### src/rtl/maxpool_fifo.sv
// maxpool_fifo
//   Streaming max-pool over windows of Pool_size signed words, followed by a
//   first-word fall-through output FIFO of Depth entries.
//
//   Ports
//     clk        rising-edge clock
//     rst_n      asynchronous active-low reset
//     Clear      synchronous flush of the pooling window and the FIFO
//     In_valid   In_data is valid this cycle
//     In_data    signed input word
//     In_last    accepted word closes the current window early
//     In_ready   block can accept a word this cycle (FIFO not full)
//     Out_valid  Out_data holds a pooled result (FIFO not empty)
//     Out_data   oldest pooled result, presented combinationally
//     Out_ready  consumer takes Out_data this cycle
//     Count      current FIFO occupancy
module maxpool_fifo #(
    parameter int Bit_width = 32,
    parameter int Pool_size = 2,
    parameter int Depth     = 8
) (
    input  logic                        clk,
    input  logic                        rst_n,
    input  logic                        Clear,
    input  logic                        In_valid,
    input  logic signed [Bit_width-1:0] In_data,
    input  logic                        In_last,
    output logic                        In_ready,
    output logic                        Out_valid,
    output logic signed [Bit_width-1:0] Out_data,
    input  logic                        Out_ready,
    output logic [$clog2(Depth):0]      Count
);

    localparam int AW   = $clog2(Depth);
    localparam int CNTW = AW + 1;
    localparam int CW   = (Pool_size > 1) ? $clog2(Pool_size) : 1;
    localparam logic [CW-1:0] WIN_LAST = CW'(Pool_size - 1);

    // Signed maximum; on a tie the current (first) operand is kept.
    function automatic logic signed [Bit_width-1:0] max_s(
        input logic signed [Bit_width-1:0] cur,
        input logic signed [Bit_width-1:0] nxt
    );
        return (nxt > cur) ? nxt : cur;
    endfunction

    logic [CW-1:0]                win_cnt_p0;
    logic signed [Bit_width-1:0]  run_max_p0;
    logic signed [Bit_width-1:0]  max_p0;
    logic                         accept_p0;
    logic                         vld_p0;

    logic signed [Bit_width-1:0]  mem_p1 [Depth];
    logic [AW-1:0]                wr_ptr_p1;
    logic [AW-1:0]                rd_ptr_p1;
    logic [CNTW-1:0]              count_p1;
    logic                         full_p1;
    logic                         pop_p1;

    // ---- Stage p0: window accumulation ----
    assign full_p1   = (count_p1 == CNTW'(Depth));
    assign In_ready  = !full_p1;
    assign accept_p0 = In_valid && In_ready;

    // First word of a window stands alone; later words fold into the running max.
    assign max_p0 = (win_cnt_p0 == '0) ? In_data : max_s(run_max_p0, In_data);
    assign vld_p0 = accept_p0 && ((win_cnt_p0 == WIN_LAST) || In_last);

    always_ff @(posedge clk or negedge rst_n) begin
        if (!rst_n) begin
            win_cnt_p0 <= '0;
            run_max_p0 <= '0;
        end else if (Clear) begin
            win_cnt_p0 <= '0;
            run_max_p0 <= '0;
        end else if (accept_p0) begin
            run_max_p0 <= max_p0;
            if (vld_p0)
                win_cnt_p0 <= '0;
            else
                win_cnt_p0 <= win_cnt_p0 + CW'(1);
        end
    end

    // ---- Stage p1: output FIFO ----
    assign Out_valid = (count_p1 != '0);
    assign pop_p1    = Out_valid && Out_ready;
    assign Out_data  = mem_p1[rd_ptr_p1];
    assign Count     = count_p1;

    // Storage carries data only; occupancy and pointers decide what is visible.
    always_ff @(posedge clk) begin
        if (vld_p0 && !Clear)
            mem_p1[wr_ptr_p1] <= max_p0;
    end

    always_ff @(posedge clk or negedge rst_n) begin
        if (!rst_n) begin
            wr_ptr_p1 <= '0;
            rd_ptr_p1 <= '0;
            count_p1  <= '0;
        end else if (Clear) begin
            wr_ptr_p1 <= '0;
            rd_ptr_p1 <= '0;
            count_p1  <= '0;
        end else begin
            if (vld_p0)
                wr_ptr_p1 <= wr_ptr_p1 + AW'(1);
            if (pop_p1)
                rd_ptr_p1 <= rd_ptr_p1 + AW'(1);
            if (vld_p0 && !pop_p1)
                count_p1 <= count_p1 + CNTW'(1);
            else if (pop_p1 && !vld_p0)
                count_p1 <= count_p1 - CNTW'(1);
        end
    end

endmodule

### config.mk
export PLATFORM = sky130hd
export DESIGN_NAME = maxpool_fifo
export DESIGN_NICKNAME = d
export VERILOG_FILES = /design/src/rtl/maxpool_fifo.sv
export SDC_FILE = /design/constraint.sdc
export NUM_CORES = 1
export LEC_CHECK = 0
export CORE_ASPECT_RATIO = 0.9
export CORE_MARGIN = 5
export CORE_UTILIZATION = 60
export DETAILED_ROUTE_END_ITERATION = 10
export GPL_TIMING_DRIVEN = 1
export PLACE_DENSITY = 0.8
export SLEW_MARGIN = 10
export SYNTH_ARGS = -nofsm -noshare
export SYNTH_HDL_FRONTEND = slang
export SYNTH_SLANG_ARGS = --single-unit
### constraint.sdc
create_clock -name clk -period 7.4 [get_ports clk]
set_input_delay 1.48 -clock clk [delete_from_list [all_inputs] [get_ports clk]]
set_output_delay 1.48 -clock clk [all_outputs]
set_load 0.05 [all_outputs]
==> impl_metrics.toml, run 1 <==
[clocking]
cts-resized-gates = 0
cts_hold_buffers = 0
numCtsBuffers = 31
cts_tree = "done"
path_clk_slew_ns = 0.06
clockBufferDepth = 3
htree_levels = 1
insertion_delay_ns = 0.54
postCtsSetupRepairBufs = 0
cts_sinks = 299
ctsRootBufferMaster = "clkbuf_16"

[place]
place_inst = 1084
numPortBuffers = 75
dpl.hpwl_um = 16500
postPlaceCellArea_um2 = 14200
dpl_worst_slack_ns = 2.33
place_congestion = 0.769

[floorplan]
die_height_um = 150
core.rowCount = 51
die_area_um2 = 24800
start_util_pct = 60.6
io_pins = 76
core_um2 = 21600
die_w_um = 166

[min_path]
hold_end = "run_max_p0[20]$_DFFE_PN0P_"
min_path_cells = 2
min_path_type = "register to register"
worstHoldStart = "run_max_p0[20]$_DFFE_PN0P_"

[critical_path]
cp_top_family = "buffers and inverters"
r2r_end = "run_max_p0[4]$_DFFE_PN0P_"
crit_fanout = 44
path_buf_inv = 2
cp_slowest_cell = "dfrtp_4"
startpoint_type = "register"
crit_start = "rd_ptr_p1[0]$_DFFE_PN0P_"
end_kind = "primary output"
critical_path.cell_chain = "buf_4 -> mux4_2 -> mux2_2 -> clkdlybuf4s50_1"
rr_startpoint = "run_max_p0[21]$_DFFE_PN0P_"
crit_type = "register to primary output"
max_stage_delay_ns = 1.05
r2r_cells = 10
rrSetupSlack_ns = 3.92
crit_required_ns = 5.92
cp.arrival_ns = 3.79

[yosys]
synth_compound_area_share_pct = 1.88
ys.flop_type = "edfxtp_1"
synth-seq-area-share_pct = 67.0
netlist_area_um2 = 13100
syn_inst = 739
synth_edf_count = 256
synthTopCellsByArea = "edfxtp_1 59%, mux4_2 11%, dfrtp_1 8.2%, mux2_2 5.4%, ha_1 3.4%"
yosysWarningCount = 0
muxShareOfSynthArea_pct = 19.2
synth.avg_cell_area_um2 = 17.7
synthSimpleGateAreaFrac_pct = 5.52
yosys.cell_types.count = 41
ys_seq_elements = 299
synthXorXnorAreaFrac_pct = 0.469
synth_fa_ha_area_share_pct = 3.60
synth_top_area_cell = "edfxtp_1"
synth_async_sr_flop_share_pct = 14.4
synth_top_family_by_area = "multiplexers"
synth_nets = 814
synth_top_area_share_pct = 58.8

[final_layout]
drive_gt1_share_pct = 24.7
final_cell_mix = "256 x edfxtp_1, 73 x clkdlybuf4s50_1, 66 x nand2b_1"
synthToLayoutAreaGrowth_pct = 16.6
n_antenna_cell = 0
final_common_cell = "edfxtp_1"
fin_util_pct = 70.7
fin_cells = 1141
final_area_um2 = 15200
nets = 901

[detailed_routing]
drc = 0
routed_wl_um = 27200
first_pass_iters = 8
route.vias.total = 6859
ant_nets = 0
wire_per_inst_um = 23.8
drtIter0Drc = 513
via_per_inst = 6.01

[global_route]
antenna_found_initial = 0
grt_max_degree = 78
grt_first_pass_wirelength_um = 42500
grt_usage_pct = 22.3
grt-ovfl-total = 0
grt_pass1_vias = 7284

[sta]
rsz0062_at_grt = "false"
finalSetupViolations = 0
relSlewSlack_pct = 38.0
worst_clock_skew_ns = 0.0209
period_minus_slack_ns = 5.27
hold_viol = 0
slew_violations = 0
fin_hold_ws_ns = 0.565
fin_crit_sh_pct = 71.2
max_freq_ghz = 0.190
finalSetupTns_ns = 0
tightest_slew_ns = 0.930
setup_ws_ns = 2.13

[power_and_ir_drop]
power.density_nw_per_um2 = 310
p_total_mw = 4.73
leakage_nw = 5.19
ir_drop_mv = 0.242

[flow_run]
cap_violations = 0

[run_status]
status = "finished clean"
-- area by class of cell --
type | instances | area [um^2]
sequential | 299 | 8770
fill | 1322 | 6320
multi-input combinational | 370 | 4070
timing repair buffer | 89 | 868
clock buffer | 33 | 783
tap | 291 | 364
clock inverter | 24 | 260
inverter | 35 | 131
-- worst register-to-register path: cells and delay by family, from the launching register on --
family / cells / cell delay (ns)
AO/OA/AOI/OAI: 6 / 1.82
buffers and inverters: 2 / 0.58
flip-flops: 1 / 0.40
multiplexers: 1 / 0.31
adder cells (fa/ha/maj): 1 / 0.29
-- flip-flops by register name (all words and copies together), names as in the netlist --
| name | count |
|---|---|
| mem_p1 | 256 |
| Count | 4 |
| rd_ptr_p1 | 3 |
| wr_ptr_p1 | 3 |
| win_cnt_p0 | 1 |
| run_max_p0 | 32 |
-- Yosys cell counts (3+ instances only) --
master    number
buf_1          7
nand3_1        7
mux2_2        63
xor2_1         4
edfxtp_1     256
buf_2          3
nand2_1       16
nor2_1        21
nand2b_1      66
inv_1         35
nor3_1         3
mux2i_1       35
clkbuf_1      22
a21o_1         4
mux4_2        64
or4_1          3
xnor2_1        3
dfrtp_1       43
buf_8          3
ha_1          36
a21oi_1       17
nand4_1        4
-- power breakdown --
part | internal [mW] | switching, mW
Clock | 0.942 | 0.621
Sequential | 1.92 | 0.108
Combinational | 0.509 | 0.629
Total | 3.37 | 1.36
-- cell families after synthesis --
kind of cell | count (synthesis)
flops | 299
mux | 163
compound gates | 35
simple gates | 128
fa+ha+maj | 37
buf+inv | 70
xor+xnor | 7
-- how the worst max path moves through the flow --
stage	endpoint	depth (start not counted)
after global routing	Out_data[1]	4
final	Out_data[1]	4
after CTS	Out_data[1]	4
after floorplan	mem_p1[0][0]$_DFFE_PP_	4
after detailed placement	run_max_p0[4]$_DFFE_PN0P_	10
after global placement	mem_p1[2][9]$_DFFE_PP_	9
-- routing by layer --
layer / part of all wire, % / track usage, % / routed length, um
met1: 42 / 30.9 / 11400
met2: 50 / 38.5 / 13700
met3: 5.9 / 3.04 / 1610
met4: 1.9 / 4.82 / 525
met5: 0 / 0 / 0
(Power assumes the default switching activity.)
==> run 2: changes to the inputs <==
- CORE_UTILIZATION: 60 -> 54
- PLACE_DENSITY: 0.8 -> 0.76
- clock period: 7.4 -> 4.7 ns (I/O delays scaled with it)
==> run 2 against run 1 <==
Against the previous run:
- global-route usage is 1.5 points lower
- critical path depth did not move
- clock power up 32%
- cell count increased by 1.6%
- sequential power grew 55%
- utilization down 7.4 points
- clock-buffer cell count is 8 higher
- sequential share of layout area grew 0.090 points
- non-clock buffer count grew 6
- power is 50% higher
==> impl_metrics.toml, run 2 (same netlist as run 1, synthesis figures left out) <==
[run_status]
status = "finished clean"

[final_layout]
multi_input_area_um2 = 4080
final_area_um2 = 15200
fillers = 1685
synthToLayoutAreaGrowth_pct = 16.5
seqCellArea_um2 = 8770
fin_cells = 1159
nets = 905
largest_reg_flops = 256
final_cell_mix = "256 x edfxtp_1, 73 x clkdlybuf4s50_1, 66 x nand2b_1"
final_common_cell = "edfxtp_1"
drive_gt1_share_pct = 24.0
top_register = "mem_p1"

[detailed_routing]
route.vias.total = 6883
wl_met2_um = 14000
drtIter0Drc = 417
ant_nets = 0
routed_wl_um = 28000
via_per_inst = 5.94
route.top_layer_used = "met4"
drc = 0
first_pass_iters = 5
wl_met1_um = 11900
wire_per_inst_um = 24.1
met3_wirelength_um = 1400

[place]
numPortBuffers = 75
place_inst = 1106
dpl.hpwl_um = 17100
postPlaceCellArea_um2 = 14400
place_congestion = 0.793

[clocking]
cts_tree = "done"
cts-resized-gates = 0
cts_hold_buffers = 0
cts_sinks = 299
htree_levels = 1
postCtsSetupRepairBufs = 0
insertion_delay_ns = 0.54
path_clk_slew_ns = 0.06
clockBufferDepth = 3
ctsRootBufferMaster = "clkbuf_16"
numCtsBuffers = 29

[sta]
tightest_slew_ns = 0.816
period_minus_slack_ns = 4.22
finalSetupTns_ns = 0
relSlewSlack_pct = 45.6
fin_crit_sh_pct = 89.9
worst_clock_skew_ns = 0.00959
finalSetupViolations = 0
max_freq_ghz = 0.237
hold_viol = 0
rsz0062_at_grt = "false"
fin_hold_ws_ns = 0.308
slew_violations = 0

[floorplan]
die_area_um2 = 27400
core.rowCount = 54
die_w_um = 174
io_pins = 76
core_um2 = 24100
die_height_um = 158
start_util_pct = 54.4

[critical_path]
startpoint_type = "register"
rr_startpoint = "run_max_p0[31]$_DFFE_PN0P_"
end_kind = "primary output"
crit_type = "register to primary output"
crit_fanout = 23
r2r_end = "mem_p1[6][7]$_DFFE_PP_"
cp.arrival_ns = 3.28
crit_required_ns = 3.76
r2r_cells = 10
rrSetupSlack_ns = 1.40

[global_route]
grt_pass1_vias = 7457
grt_first_pass_wirelength_um = 43300
antenna_found_initial = 0
grt_usage_pct = 20.8
grt_max_degree = 63
grt-ovfl-total = 0

[power_and_ir_drop]
power.density_nw_per_um2 = 465
ir_drop_mv = 0.400
leakage_nw = 5.14
p_total_mw = 7.08

[min_path]
min_path_type = "input pin to asynchronous set/reset pin"

[flow_run]
cap_violations = 0
==> run 2: cell types whose count changed in the layout (fill, tap and decap cells not counted), moves of 2 or more <==
cell | previous run | this run
buf_4 | 14 | 9
clkinvlp_4 | 3 | 1
clkinv_1 | 6 | 3
clkbuf_1 | 2 | 11
inv_6 | 2 | 0
clkinv_4 | 2 | 0
bufinv_16 | 5 | 0
clkbuf_16 | 31 | 29
buf_12 | 0 | 11
==> run 2: cell type report <==
class	count	area share, %
multi-input combinational	370	26.8
tap	308	2.53
inverter	35	0.863
clock buffer	41	5.13
timing repair buffer	95	6.75
clock inverter	10	0.320
antenna	1	0.0164
sequential	299	57.6
==> run 2: how the worst max path moves through the flow <==
stage / startpoint / endpoint / slack, ns / depth (start not counted)
global route: rd_ptr_p1[0]$_DFFE_PN0P_ / Out_data[7] / 0.28 / 4
detailed placement: In_data[31] / mem_p1[6][7]$_DFFE_PP_ / 0.38 / 10
global placement: In_data[31] / mem_p1[2][7]$_DFFE_PP_ / 0.50 / 10
floorplan: Count[0]$_DFFE_PN0P_ / mem_p1[1][0]$_DFFE_PP_ / 0.05 / 6
CTS: rd_ptr_p1[0]$_DFFE_PN0P_ / Out_data[7] / 0.39 / 4
finish: rd_ptr_p1[0]$_DFFE_PN0P_ / Out_data[7] / 0.48 / 4
==> run 2: where the power goes <==
group / switching [mW] / total, mW / internal, mW
Clock: 0.915 / 2.06 / 1.15
Combinational: 1.04 / 1.87 / 0.826
Sequential: 0.127 / 3.15 / 3.02
==> run 2: per-layer routing <==
| layer | GRT usage, % | vias to the layer above |
|---|---|---|
| li1 | - | 3048 |
| met1 | 28.5 | 3601 |
| met2 | 35.8 | 186 |
| met3 | 2.65 | 48 |
| met4 | 5.58 | 0 |
| met5 | 0 | - |
==> run 2: worst max-delay path, stage by stage (launching register included) <==
cell	delay (ns)
dfrtp_4	0.73
buf_4	0.44
mux4_2	0.56
mux2_2	0.28
clkdlybuf4s50_1	0.72
==> run 2: through the flow <==
| step | utilization, % | setup slack, ns |
|---|---|---|
| 2_1_floorplan | - | 0.0479 |
| 3_3_place_gp | 59.8 | 0.504 |
| 3_5_place_dp | 59.8 | 0.377 |
| 4_1_cts | 63.2 | 0.389 |
| 5_1_grt | 63.3 | 0.285 |
| 6_report | 63.3 | 0.475 |
==> RTL change 1 (flow settings as in run 2) <==
The parameter `Pool_size` goes from 2 to 1.
--- a/src/rtl/maxpool_fifo.sv
+++ b/src/rtl/maxpool_fifo.sv
@@ -18,3 +18,3 @@
     parameter int Bit_width = 32,
-    parameter int Pool_size = 2,
+    parameter int Pool_size = 1,
     parameter int Depth     = 8
Function: changed (Yosys sat finds a counterexample within 4 cycles, from zero or initial values and one cycle with rst_n low).
==> RTL change 1 against run 2 <==
  * First-iteration DRC count grew 36%
  * Worst setup slack worse by 19 ps
  * Area after synthesis up 1.3%
  * Wire length fell by 1.3%
  * Worst hold slack gained 210 ps
  * Design area grew 1.4%
  * Clock skew rose by 7.6 ps
  * Combinational power is 14% higher
  * Synthesized cell count fell by 0.54%
  * Sequential cell count unchanged
  * Total power increased by 7.5%
  * Critical endpoint is now Out_data[10]
  * Largest power group unchanged
==> RTL change 1: results (changes against run 2) <==
DR WL met3 -> 1420 um (was 1400 um)
RePlAce Congestion -> 0.780 (was 0.793)
ant diodes -> 0 (was 1)
M1 WL -> 11400 um (was 11900 um)
pre-CTS WS -> 535 ps (was 377 ps)
hold_ws -> 522 ps (was 308 ps)
normalized max-slew margin -> 54.3% (was 45.6%)
status -> complete, no violations (unchanged)
syn nets -> 810 (was 814)
drt initial violations -> 566 (was 417)
Crit Reg-Reg Endpoint -> Count[3] (was mem_p1[6][7])
layout cell share with drive strength beyond 1 -> 28.9% (was 24.0%)
worst r2r src -> Count[1] (was run_max_p0[31])
post-synthesis sequential area ratio -> 66.2% (was 67.0%)
Reg2Reg Depth -> 11 (was 10)
initial antenna violation count -> 0 (unchanged)
Clock Skew -> 17.2 ps (was 9.59 ps)
GR Util All Layers -> 20.4% (was 20.8%)
wire length on met2 -> 14400 um (was 14000 um)
vias in the first global route -> 7389 (was 7457)
NumNets Final -> 906 (was 905)
Post-synth top cells -> 256 x edfxtp_1, 64 x mux4_2, 54 x or2b_2 (was 256 x edfxtp_1, 66 x nand2b_1, 64 x mux4_2)
CTS clk-pin slew, worst paths -> 60 ps (about the same)
CP max stage cell -> dfrtp_4 (unchanged)
WL/cell -> 23.8 um (was 24.1 um)
vias -> 6843 (was 6883)
dominant cells by area after synthesis -> edfxtp_1 58%, mux4_2 11%, dfrtp_1 8.1%, or2b_2 3.6%, ha_1 3.4% (was edfxtp_1 59%, mux4_2 11%, dfrtp_1 8.2%, mux2_2 5.4%, ha_1 3.4%)
VDD IR-drop max -> 0.589 mV (was 0.400 mV)
Post-synth EDFFs -> 256 (unchanged)
post-synth cell types -> 51 (was 41)
Crit Path Max Fanout -> 25 (was 23)
Max clock buf depth -> 3 (unchanged)
DP HPWL -> 17100 um (about the same)
slowest stage delay, CP -> 790 ps (was 730 ps)
r2r setup slk -> 1540 ps (was 1400 ps)
global-route wire length before repair -> 42900 um (was 43300 um)
WP data arrival -> 3300 ps (was 3280 ps)
largest net degree at the start of global routing -> 55 (was 63)
P_leak -> 0.00528 uW (was 0.00514 uW)
-- RTL change 1: final cells by class --
| class | count | area (um^2) |
|---|---|---|
| inverter | 35 | 131 |
| clock buffer | 42 | 835 |
| clock inverter | 10 | 128 |
| timing repair buffer | 99 | 946 |
| multi-input combinational | 367 | 4240 |
| tap | 308 | 385 |
| fill | 1652 | 8750 |
| sequential | 299 | 8770 |
-- RTL change 1: per-stage QoR --
stage | std cells | area, um^2 | utilization [%] | power, uW
after floorplan | 735 | 13300 | - | 4760
after detailed placement | 1108 | 14500 | 59.8 | 5370
after global placement | 1108 | 14500 | 59.8 | 5320
final | 1160 | 15400 | 63.8 | 7610
after global routing | 1160 | 15400 | 63.8 | 7960
after CTS | 1160 | 15400 | 63.8 | 7690
-- RTL change 1: cells by family (layout without fill, tap and decap cells) --
family,Yosys count,in the layout,synth area share (%)
adders and majority gates,37,37,3.55
muxes,163,163,19.0
buffers and inverters,69,186,2.34
and+or+nand+nor,124,124,6.50
xor gates and xnor gates,7,7,0.463
DFF,299,299,66.2
AOI/OAI and AO/OA,36,36,1.97
-- RTL change 1: worst max-delay path by stage --
stage	from	endpoint	slack [ps]	cells after the start
global placement	In_data[23]	mem_p1[0][5]	590	10
CTS	rd_ptr_p1[0]	Out_data[10]	380	4
global route	rd_ptr_p1[0]	Out_data[5]	270	4
detailed placement	In_data[23]	mem_p1[7][20]	530	10
floorplan	Count[0]	mem_p1[2][0]	350	4
finish	rd_ptr_p1[0]	Out_data[10]	460	4
-- RTL change 1: power by group --
part           switching (uW)  leakage, uW  internal (uW)
clock                     916     0.000475           1390
sequential                149      0.00289           3020
combinational            1190      0.00192            958
total                    2250      0.00528           5360
-- RTL change 1: routing by layer --
layer | global-route usage [%] | up-vias
li1 | - | 3056
met1 | 27.0 | 3551
met2 | 36.6 | 204
met3 | 2.94 | 32
met4 | 4.19 | 0
met5 | 0 | -
==> RTL change 2 (flow settings as in run 2) <==
Made on the original files. Make the reset (`rst_n`) synchronous in 2 clocked blocks. Comments in the files are not updated.
--- a/src/rtl/maxpool_fifo.sv
+++ b/src/rtl/maxpool_fifo.sv
@@ -69,3 +69,3 @@
 
-    always_ff @(posedge clk or negedge rst_n) begin
+    always_ff @(posedge clk) begin
         if (!rst_n) begin
@@ -97,3 +97,3 @@
 
-    always_ff @(posedge clk or negedge rst_n) begin
+    always_ff @(posedge clk) begin
         if (!rst_n) begin
Function: differs if rst_n is asserted again (counterexample within 4 cycles, from zero or initial values and one cycle with rst_n low); with rst_n held inactive, the same outputs for 4 cycles.
==> RTL change 2 against run 2 <==
  * Global-route usage grew 2.7 points
  * Sequential share of layout area shrank 7.1 points
  * Wire length grew 28%
  * Clock skew is essentially flat
  * Via count grew 43%
  * Area after synthesis grew 12%
  * Sequential cell count grew 3
  * Design area grew 12%
  * Worst setup slack lost 30 ps
  * Critical endpoint is now mem_p1[7][29]
Power is not compared: it rests on default switching activity, and its combinational part moved more than twofold at a synthesized area within 25%.
==> RTL change 2: results (changes against run 2) <==
vias -> 9864 (was 6883)
1st-pass router iterations -> 7 (was 5)
ant diodes -> 0 (was 1)
Crit Path Max Fanout -> 54 (was 23)
met1 global-route usage -> 34.9% (was 28.5%)
M2 GR Usage -> 36.5% (was 35.8%)
WL/cell -> 23.7 um (was 24.1 um)
CP max stage cell -> clkdlybuf4s50_1 (was dfrtp_4)
Crit Reg-Reg Endpoint -> mem_p1[7][29] (was mem_p1[6][7])
GR Util All Layers -> 23.5% (was 20.8%)
NumNets Final -> 1211 (was 905)
critical path's top delay family -> simple AND/OR/NAND/NOR gates (was buffers and inverters)
post-synth cell types -> 43 (was 41)
layout cell share with drive strength beyond 1 -> 18.5% (was 24.0%)
worst r2r src -> run_max_p0[30] (was run_max_p0[31])
Clock Latency Late Sink -> 560 ps (was 540 ps)
status -> complete, no violations (unchanged)
hold_ws -> 494 ps (was 308 ps)
worst-margin pin slew -> 1110 ps (was 816 ps)
slowest stage delay, CP -> 550 ps (was 730 ps)
pre-CTS WS -> -59.6 ps (was 377 ps)
WP data arrival -> 4410 ps (was 3280 ps)
met3 Use GR -> 3.68% (was 2.65%)
syn nets -> 1142 (was 814)
Clock Skew -> 9.20 ps (was 9.59 ps)
## RTL change 2: changes by cell type after synthesis, moves of 32 or more
cell              run 2  this run
dfrtp_1              43         0
o221ai_1              0        32
dfxtp_1               0        46
nand2_1              16       114
a311oi_1              0        32
a2111oi_0             1        64
and3_1                0        32
nand2b_1             66         2
clkbuf_1             22        80
inv_1                35        67
## RTL change 2: final cells by class
cell class,instances,area (um^2)
Clock inverter,17,216
Multi-Input combinational cell,602,5430
Fill cell,1964,9760
Timing Repair Buffer,131,1300
Clock buffer,38,802
Tap cell,354,443
Inverter,67,251
Sequential cell,302,8620
## RTL change 2: cells by family (layout without fill, tap and decap cells)
group | Yosys count | in the layout | synth area share (%)
AOI/OAI and AO/OA | 196 | 196 | 10.8
xor gates and xnor gates | 7 | 7 | 0.420
adders and majority gates | 38 | 38 | 3.31
buffers and inverters | 162 | 253 | 4.40
DFF | 302 | 302 | 59.0
muxes | 129 | 129 | 14.6
and+or+nand+nor | 232 | 232 | 7.45
## RTL change 2: worst max path at each step
stage	from	to	slack, ps	cells past startpoint
after detailed placement	In_data[5]	mem_p1[3][29]	-60	9
final	In_data[5]	mem_p1[7][29]	440	9
after global placement	In_data[17]	mem_p1[0][20]	130	9
after CTS	In_data[9]	mem_p1[7][29]	550	9
after global routing	In_data[9]	mem_p1[4][7]	320	9
after floorplan	Count[0]	mem_p1[1][0]	60	6
## RTL change 2: worst register-to-register path, cell delays in order, from the launching register on
cell       delay (ps)
dfxtp_1           420
inv_1              80
ha_1              330
nand4_2           120
or4_1             550
or3_2             510
buf_12            210
and3_1            210
a2111oi_0         520
o221ai_1          480
## RTL change 2: metrics by stage
| stage | area, um^2 | util [%] | instances |
|---|---|---|---|
| after floorplan | 14600 | - | 1066 |
| after global placement | 16000 | 59.8 | 1456 |
| after global routing | 17100 | 63.6 | 1511 |
| final | 17100 | 63.6 | 1511 |
| after detailed placement | 16000 | 59.8 | 1456 |
| after CTS | 17100 | 63.6 | 1511 |
## RTL change 2: per-layer routing
metal / routed length (um) / up-vias
met3: 3220 / 98
met1: 14800 / 4818
met5: 0 / -
met4: 1150 / 0
met2: 16600 / 563
li1: - / 4385
## RTL change 2: power breakdown
part	internal (uW)	switching [uW]	leakage [uW]
Combinational	319	516	0.00231
Clock	1480	987	0.000491
Sequential	2990	36.9	0.00267
